[src/rtl/imem_loader_pkg.sv]
// imem_loader_pkg: shared state encoding and sizing for the instruction-memory loader
package imem_loader_pkg;

    localparam int SIZE_INST_DEF = 5;
    localparam int LEN_W         = 16;

    typedef enum logic [2:0] {
        IDLE   = 3'd0,
        LEN_LO = 3'd1,
        LEN_HI = 3'd2,
        DATA   = 3'd3,
        CSUM   = 3'd4,
        FIN    = 3'd5
    } state_t;

endpackage

[src/rtl/imem_word_assembler.sv]
// imem_word_assembler: packs a byte stream into little-endian 32-bit words
module imem_word_assembler (
    input  logic        clk,
    input  logic        rst_n,
    input  logic        clr,
    input  logic        byte_en,
    input  logic [7:0]  byte_in,
    output logic [1:0]  idx,
    output logic [31:0] word,
    output logic        word_valid
);

    // Bytes enter at the top and shift down, so the first byte of a word ends in bits 7:0
    always_ff @(posedge clk or negedge rst_n)
        if (!rst_n) begin
            idx        <= '0;
            word       <= '0;
            word_valid <= 1'b0;
        end else if (clr) begin
            idx        <= '0;
            word       <= '0;
            word_valid <= 1'b0;
        end else begin
            word_valid <= byte_en && idx == 2'd3;
            if (byte_en) begin
                idx  <= idx + 2'd1;
                word <= {byte_in, word[31:8]};
            end
        end

endmodule

[src/rtl/imem_loader.sv]
// imem_loader: loads a checksummed byte-stream program image into instruction memory
module imem_loader
    import imem_loader_pkg::*;
#(
    parameter int SIZE_INST = SIZE_INST_DEF
) (
    input  logic                 clk,
    input  logic                 rst_n,
    input  logic                 load_start,
    input  logic [7:0]           rx_data,
    input  logic                 rx_valid,
    output logic                 rx_ready,
    output logic                 wr_en,
    output logic [SIZE_INST-1:0] wr_addr,
    output logic [31:0]          wr_data,
    output logic                 cpu_hold,
    output logic                 done,
    output logic                 err,
    output logic [SIZE_INST:0]   words_loaded
);

    localparam logic [LEN_W-1:0] DEPTH = LEN_W'(1 << SIZE_INST);

    state_t           state;
    logic [LEN_W-1:0] len;
    logic [7:0]       csum;
    logic [1:0]       idx;
    logic             word_valid;
    logic             xfer;
    logic             clr;
    logic             byte_en;
    logic [LEN_W-1:0] len_in;

    assign xfer    = rx_valid && rx_ready;
    assign clr     = state == IDLE && load_start;
    assign byte_en = xfer && state == DATA;
    assign len_in  = {rx_data, len[7:0]};
    assign wr_en   = word_valid;
    assign wr_addr = words_loaded[SIZE_INST-1:0];

    imem_word_assembler u_asm (
        .clk        (clk),
        .rst_n      (rst_n),
        .clr        (clr),
        .byte_en    (byte_en),
        .byte_in    (rx_data),
        .idx        (idx),
        .word       (wr_data),
        .word_valid (word_valid)
    );

    // Session FSM: outputs change on the transition so they line up with the new state
    always_ff @(posedge clk or negedge rst_n)
        if (!rst_n) begin
            state        <= IDLE;
            rx_ready     <= 1'b0;
            cpu_hold     <= 1'b0;
            done         <= 1'b0;
            err          <= 1'b0;
            words_loaded <= '0;
            len          <= '0;
            csum         <= '0;
        end else begin
            done <= 1'b0;
            if (word_valid)
                words_loaded <= words_loaded + 1'b1;
            case (state)
                IDLE:
                    if (load_start) begin
                        state        <= LEN_LO;
                        rx_ready     <= 1'b1;
                        cpu_hold     <= 1'b1;
                        err          <= 1'b0;
                        words_loaded <= '0;
                        csum         <= '0;
                        len          <= '0;
                    end
                LEN_LO:
                    if (xfer) begin
                        len[7:0] <= rx_data;
                        state    <= LEN_HI;
                    end
                LEN_HI:
                    if (xfer) begin
                        len[15:8] <= rx_data;
                        if (len_in > DEPTH) begin
                            err      <= 1'b1;
                            state    <= FIN;
                            rx_ready <= 1'b0;
                            cpu_hold <= 1'b0;
                            done     <= 1'b1;
                        end else
                            state <= len_in == '0 ? CSUM : DATA;
                    end
                DATA:
                    if (xfer) begin
                        csum <= csum + rx_data;
                        if (idx == 2'd3) begin
                            len <= len - 1'b1;
                            if (len == LEN_W'(1))
                                state <= CSUM;
                        end
                    end
                CSUM:
                    if (xfer) begin
                        if (rx_data != csum)
                            err <= 1'b1;
                        state    <= FIN;
                        rx_ready <= 1'b0;
                        cpu_hold <= 1'b0;
                        done     <= 1'b1;
                    end
                FIN:
                    state <= IDLE;
                default:
                    state <= IDLE;
            endcase
        end

endmodule

[config.mk]
export PLATFORM = sky130hd
export DESIGN_NAME = imem_loader
export DESIGN_NICKNAME = d
export VERILOG_FILES = /design/src/rtl/imem_loader_pkg.sv /design/src/rtl/imem_word_assembler.sv /design/src/rtl/imem_loader.sv
export SDC_FILE = /design/constraint.sdc
export NUM_CORES = 1
export LEC_CHECK = 0
export ABC_AREA = 1
export CORE_UTILIZATION = 50
export CTS_CLUSTER_DIAMETER = 60
export CTS_CLUSTER_SIZE = 30
export DETAILED_ROUTE_END_ITERATION = 6
export PLACE_DENSITY = 0.75
export SYNTH_ARGS = -nofsm -noshare
export SYNTH_HDL_FRONTEND = slang
export SYNTH_HIERARCHICAL = 1
export SYNTH_SLANG_ARGS = --single-unit
[constraint.sdc]
create_clock -name clk -period 3.6 [get_ports clk]
set_input_delay 1.08 -clock clk [delete_from_list [all_inputs] [get_ports clk]]
set_output_delay 1.08 -clock clk [all_outputs]
set_load 0.05 [all_outputs]
Yosys cells after proc, flatten, opt, wreduce, memory -nomap -nowiden
Cells that the tools add are included.
Word-level totals
  flip-flop bits (word level): 71
  input bits: 12
  output and inout bits: 48
  logic and storage cells: 91
Cells by class
  add/subtract/negate cells: 4
  order comparisons: 1
  eq/ne operators: 16
  multiplexer cells: 42
  reductions and logical operators: 17
Operator list (number)
  $mux 32: 2
  $mux 16: 3
  $pmux 8 s3: 2
  $mux 3: 9
  $mux 8: 3
  $mux 6: 3
  $eq 16x1->1 const B: 1
  $gt 16x6->1 const B: 1
  $logic_not 16->1: 1
  $pmux 8 s2: 1
  $sub 16x1->16 const B: 1
  $pmux 3 s5: 1
  $reduce_and 5->1: 3
  $ne 2x2->1 const B: 7
  $mux 1: 13
  $reduce_bool 3->1: 3
  $add 8x8->8: 1
  $ne 8x8->1: 1
  $reduce_and 7->1: 1
  $add 6x1->6 const B: 1
  $eq 3x2->1 const B: 2
  $pmux 1 s3: 2
  $reduce_and 6->1: 1
  $logic_and 1x1->1: 4
  other kinds (10): 13

Depth between registers and ports, before layout
  depth in word-level cells: 5
  mapped depth: 10
  mapped depth without buffers: 10

By module
The synthesis kept the hierarchy.
Modules (own cells, without submodules)
  imem_loader: instances 1, cells an instance 414, area an instance 2691.3 um^2, seq. area each 900.9 um^2
  imem_word_assembler: instances 1, cells an instance 153, area an instance 1411.4 um^2, seq. area each 875.8 um^2

Least setup slack after synthesis
OpenSTA, ideal clock, no wires.
  path kind: input port to flip-flop
  start point: input port rx_data[0]
  end point: register csum[4]
  setup time: 83 ps
  data arrival time: 2122 ps
  data required time: 3517 ps
  path slack: 1395 ps
  cell stages on the path: 7
  buffers on the path: 0
  cell sequence: ha_1 > fa_1 > nand2_1 > a21oi_1 > o21ai_0 > nand2_1 > o21ai_0
On the way
  longest elaborated chain between the ends: 3
Ends and longest elaborated chain
  from (decl): line imem_loader.sv:10  | input logic [7:0] rx_data,
  $add 8x8->8: line imem_loader.sv:97  | csum <= csum + rx_data;
  $mux 8: line imem_loader.sv:96  | if (xfer) begin
  $pmux 8 s2: line imem_loader.sv:67  | case (state)
  to (signal assigned): line imem_loader.sv:97
  to (decl): line imem_loader.sv:26  | logic [7:0] csum;
Every way passes these cells. The select of a mux whose other input is x is not followed.
A chain may end at the register's enable or synchronous reset.

Worst setup path after layout
  start point: register u_asm.word_valid
  end point: output port wr_en
RTL lines
  from (decl): line imem_word_assembler.sv:10  | output logic word_valid
  from (signal assigned): line imem_word_assembler.sv:18  | word_valid <= 1'b0;
  from (signal assigned): line imem_word_assembler.sv:22  | word_valid <= 1'b0;
  from (signal assigned): line imem_word_assembler.sv:24  | word_valid <= byte_en && idx == 2'd3;
  to (decl): line imem_loader.sv:13  | output logic wr_en,
No word-level cell between the ends.

==> qor.csv <==
metric;value;unit
outcome;complete, no violations;
Yosys cell types;31;
GR Overflow Total;0;
dpl ws;674;ps
Synth area leader;dfrtp_1;
Worst Hold Class;flip-flop to flip-flop;
num ports;60;
number of flops mapped to enable cells by yosys;0;
Required @ worst endpoint;2520;ps
Fmax;367;MHz
r2r endpoint;csum[5];
vias in the first global route;3405;
Initial Util;52.3;%
core area;0.00785;mm²
fin crit share;75.7;%
number of antenna violations at the first check in global routing;0;
DRT iter0 DRCs;258;
row cnt;32;
Placed Area;0.00469;mm²
final setup violating endpoints;0;
syn_area_per_cell;7.24;µm²
worst endpoint data arrival time;1650;ps
Hold EP;u_asm/word[6];
CTS Sinks;71;
share of cells above drive strength 1;7.03;%
clk_skew;13.7;ps
via count;3847;
Post-Synth Adder-Cell Area;4.15;%
CP top delay family;buffers and inverters;
Hold Vio Cnt, Final;0;
Fin Hold WS;475;ps
Layout Cells excl Fill;728;
Max-cap violations;0;
post-layout util;62.1;%
width of the chip;92.6;µm
worst reg2reg path depth;6;
Pre-antenna DRT Iters;5;
total track usage;24.5;%
Primary FF master, synth;dfrtp_1;
NumNets Final;646;
Antenna Cells;0;
Yosys warnings;6;
most instantiated cells after synthesis;nand2_1, dfrtp_1, nand3_1, nor2_1, inv_1;
detailed-route wire length;9.74;mm
R2R setup slack;1550;ps
IR drop worst, VDD;0.391;mV
largest net degree at the start of global routing;42;
worst-skew pair later-pin latency;360;ps
Syn Nets;592;
Clock transition at path regs;90;ps
root buf cell;clkbuf_8;
synthesized cell area;0.00410;mm²
Placer Congestion;0.862;
Cells after Synth;567;
Worst path max stage delay;840;ps
first-pass GRT wire length;16.5;mm
CTS Buffer Depth;2;
CTS resizes;0;
Slew Viols, Final;0;
critical path cell sequence;clkdlybuf4s50_1;
element type at the critical path end;output pin;
crit path max fanout;7;
CTS tree;built;
drt wl/cell;13.4;µm
postcts setup bufs;0;
top-area cell type share of the netlist area;43.3;%
worst reg2reg startpoint;state[2];
Power Total;4.15;mW
Hold-fix buffers, CTS;0;
post-route design area;0.00488;mm²
Worst path depth;1;
final antenna-violating net count;0;
Setup Crit Path Kind;flip-flop to output pin;
area delta synth->final;18.8;%
area fraction in compound gates after synthesis;6.71;%
Lkg Pwr;2.56;nW
Power Dens Cells;851;mW/mm²
Synth area leaders;dfrtp_1, nand2_1, nand3_1;
Worst setup SP type;flip-flop;
final setup margin;874;ps
Worst slew margin;52.3;%
post-synthesis mux area share;0;%
placed insts;712;
Synth async-reset ratio;100;%
setup_tns;0;ps
CP bufs+invs;1;
die height;92.6;µm
drt drc;0;
Post-Synth Simple-Gate Area;36.5;%
port buffer count;59;
post-DP HPWL;7.02;mm
RSZ-0062 raised after global routing;no;
Yosys reg bits;71;
worst slew pin tran;714;ps
Hold Path Origin;u_asm/word[6];
# H-tree levels;3;
largest family of logic cells by synthesized area;simple AND/OR/NAND/NOR gates;
post-synthesis sequential area ratio;43.3;%
Via-to-Cell Ratio;5.28;
Final Critical Period;2730;ps
CP max stage cell;clkdlybuf4s50_1;
TritonCTS buffer count;9;
Die ar.;0.00857;mm²
worst hold stages;2;
Post-Synth XOR/XNOR Area;0.427;%
most frequent cell after synthesis;nand2_1;
## where the power goes
group          switching, mW  internal, mW
Combinational           1.57         0.704
Sequential             0.233          1.05
Clock                  0.340         0.258
## worst reg2reg max path: stages (launching register included)
cell and delay (ps):
dfrtp_1 480, nor2_4 450, nand2_1 190, inv_1 160, buf_4 390, nand2_1 110
o21ai_0 190
## area by class of cell
cell class | count | area (µm²)
multi-input cells | 418 | 1960
well taps | 102 | 128
fillers | 709 | 2970
clock buffers | 9 | 124
clock inverters | 7 | 57.6
flip-flops and latches | 71 | 1780
repair buffers | 62 | 608
inverters | 59 | 221
## layer usage
metal | wire, µm | part of all wire (%) | vias up | GRT usage (%)
met4 | 199 | 2.0 | 0 | 9.64
li1 | - | - | 1901 | -
met3 | 480 | 4.9 | 17 | 3.04
met1 | 4650 | 48 | 1815 | 34.8
met5 | 0 | 0 | - | 0
met2 | 4410 | 45 | 114 | 38.3
## cells by family (layout without fill, tap and decap cells)
kind of cell	count (synthesis)	in the layout
AND/OR/NAND/NOR	353	353
buffers and inverters	78	137
flip-flops	71	71
AO/OA/AOI/OAI	50	50
adder cells (fa/ha/maj)	13	13
XOR/XNOR	2	2
## placed cells by master, fill, tap and decap left out, drive strengths merged, types with 3 or more instances in the layout
cell type and n:
dfrtp 71, a21oi 15, inv 61, buf 4, clkbuf 9, clkdlybuf4s50 58
o21ai 29, nor3 7, nand3 70, nor2 66, ha 12, nand4 4
nand2 203, clkinv 3
## flip-flops by register name, indices dropped and copies added (netlist names)
register / cells
u_asm/word: 32
state: 3
done: 1
words_loaded: 6
len: 16
u_asm/word_valid: 1
csum: 8
u_asm/idx: 2
err: 1
cpu_hold: 1
## worst max path at each step
stage | from | end | slack (ps)
final | u_asm/word_valid | wr_en | 870
after global routing | u_asm/word_valid | wr_en | 840
after CTS | u_asm/word_valid | wr_en | 870
after detailed placement | rx_data[0] | csum[4] | 670
after global placement | rx_data[0] | csum[4] | 720
after floorplan | rx_data[0] | csum[4] | 1390
Power figures use the tool's default switching activity.
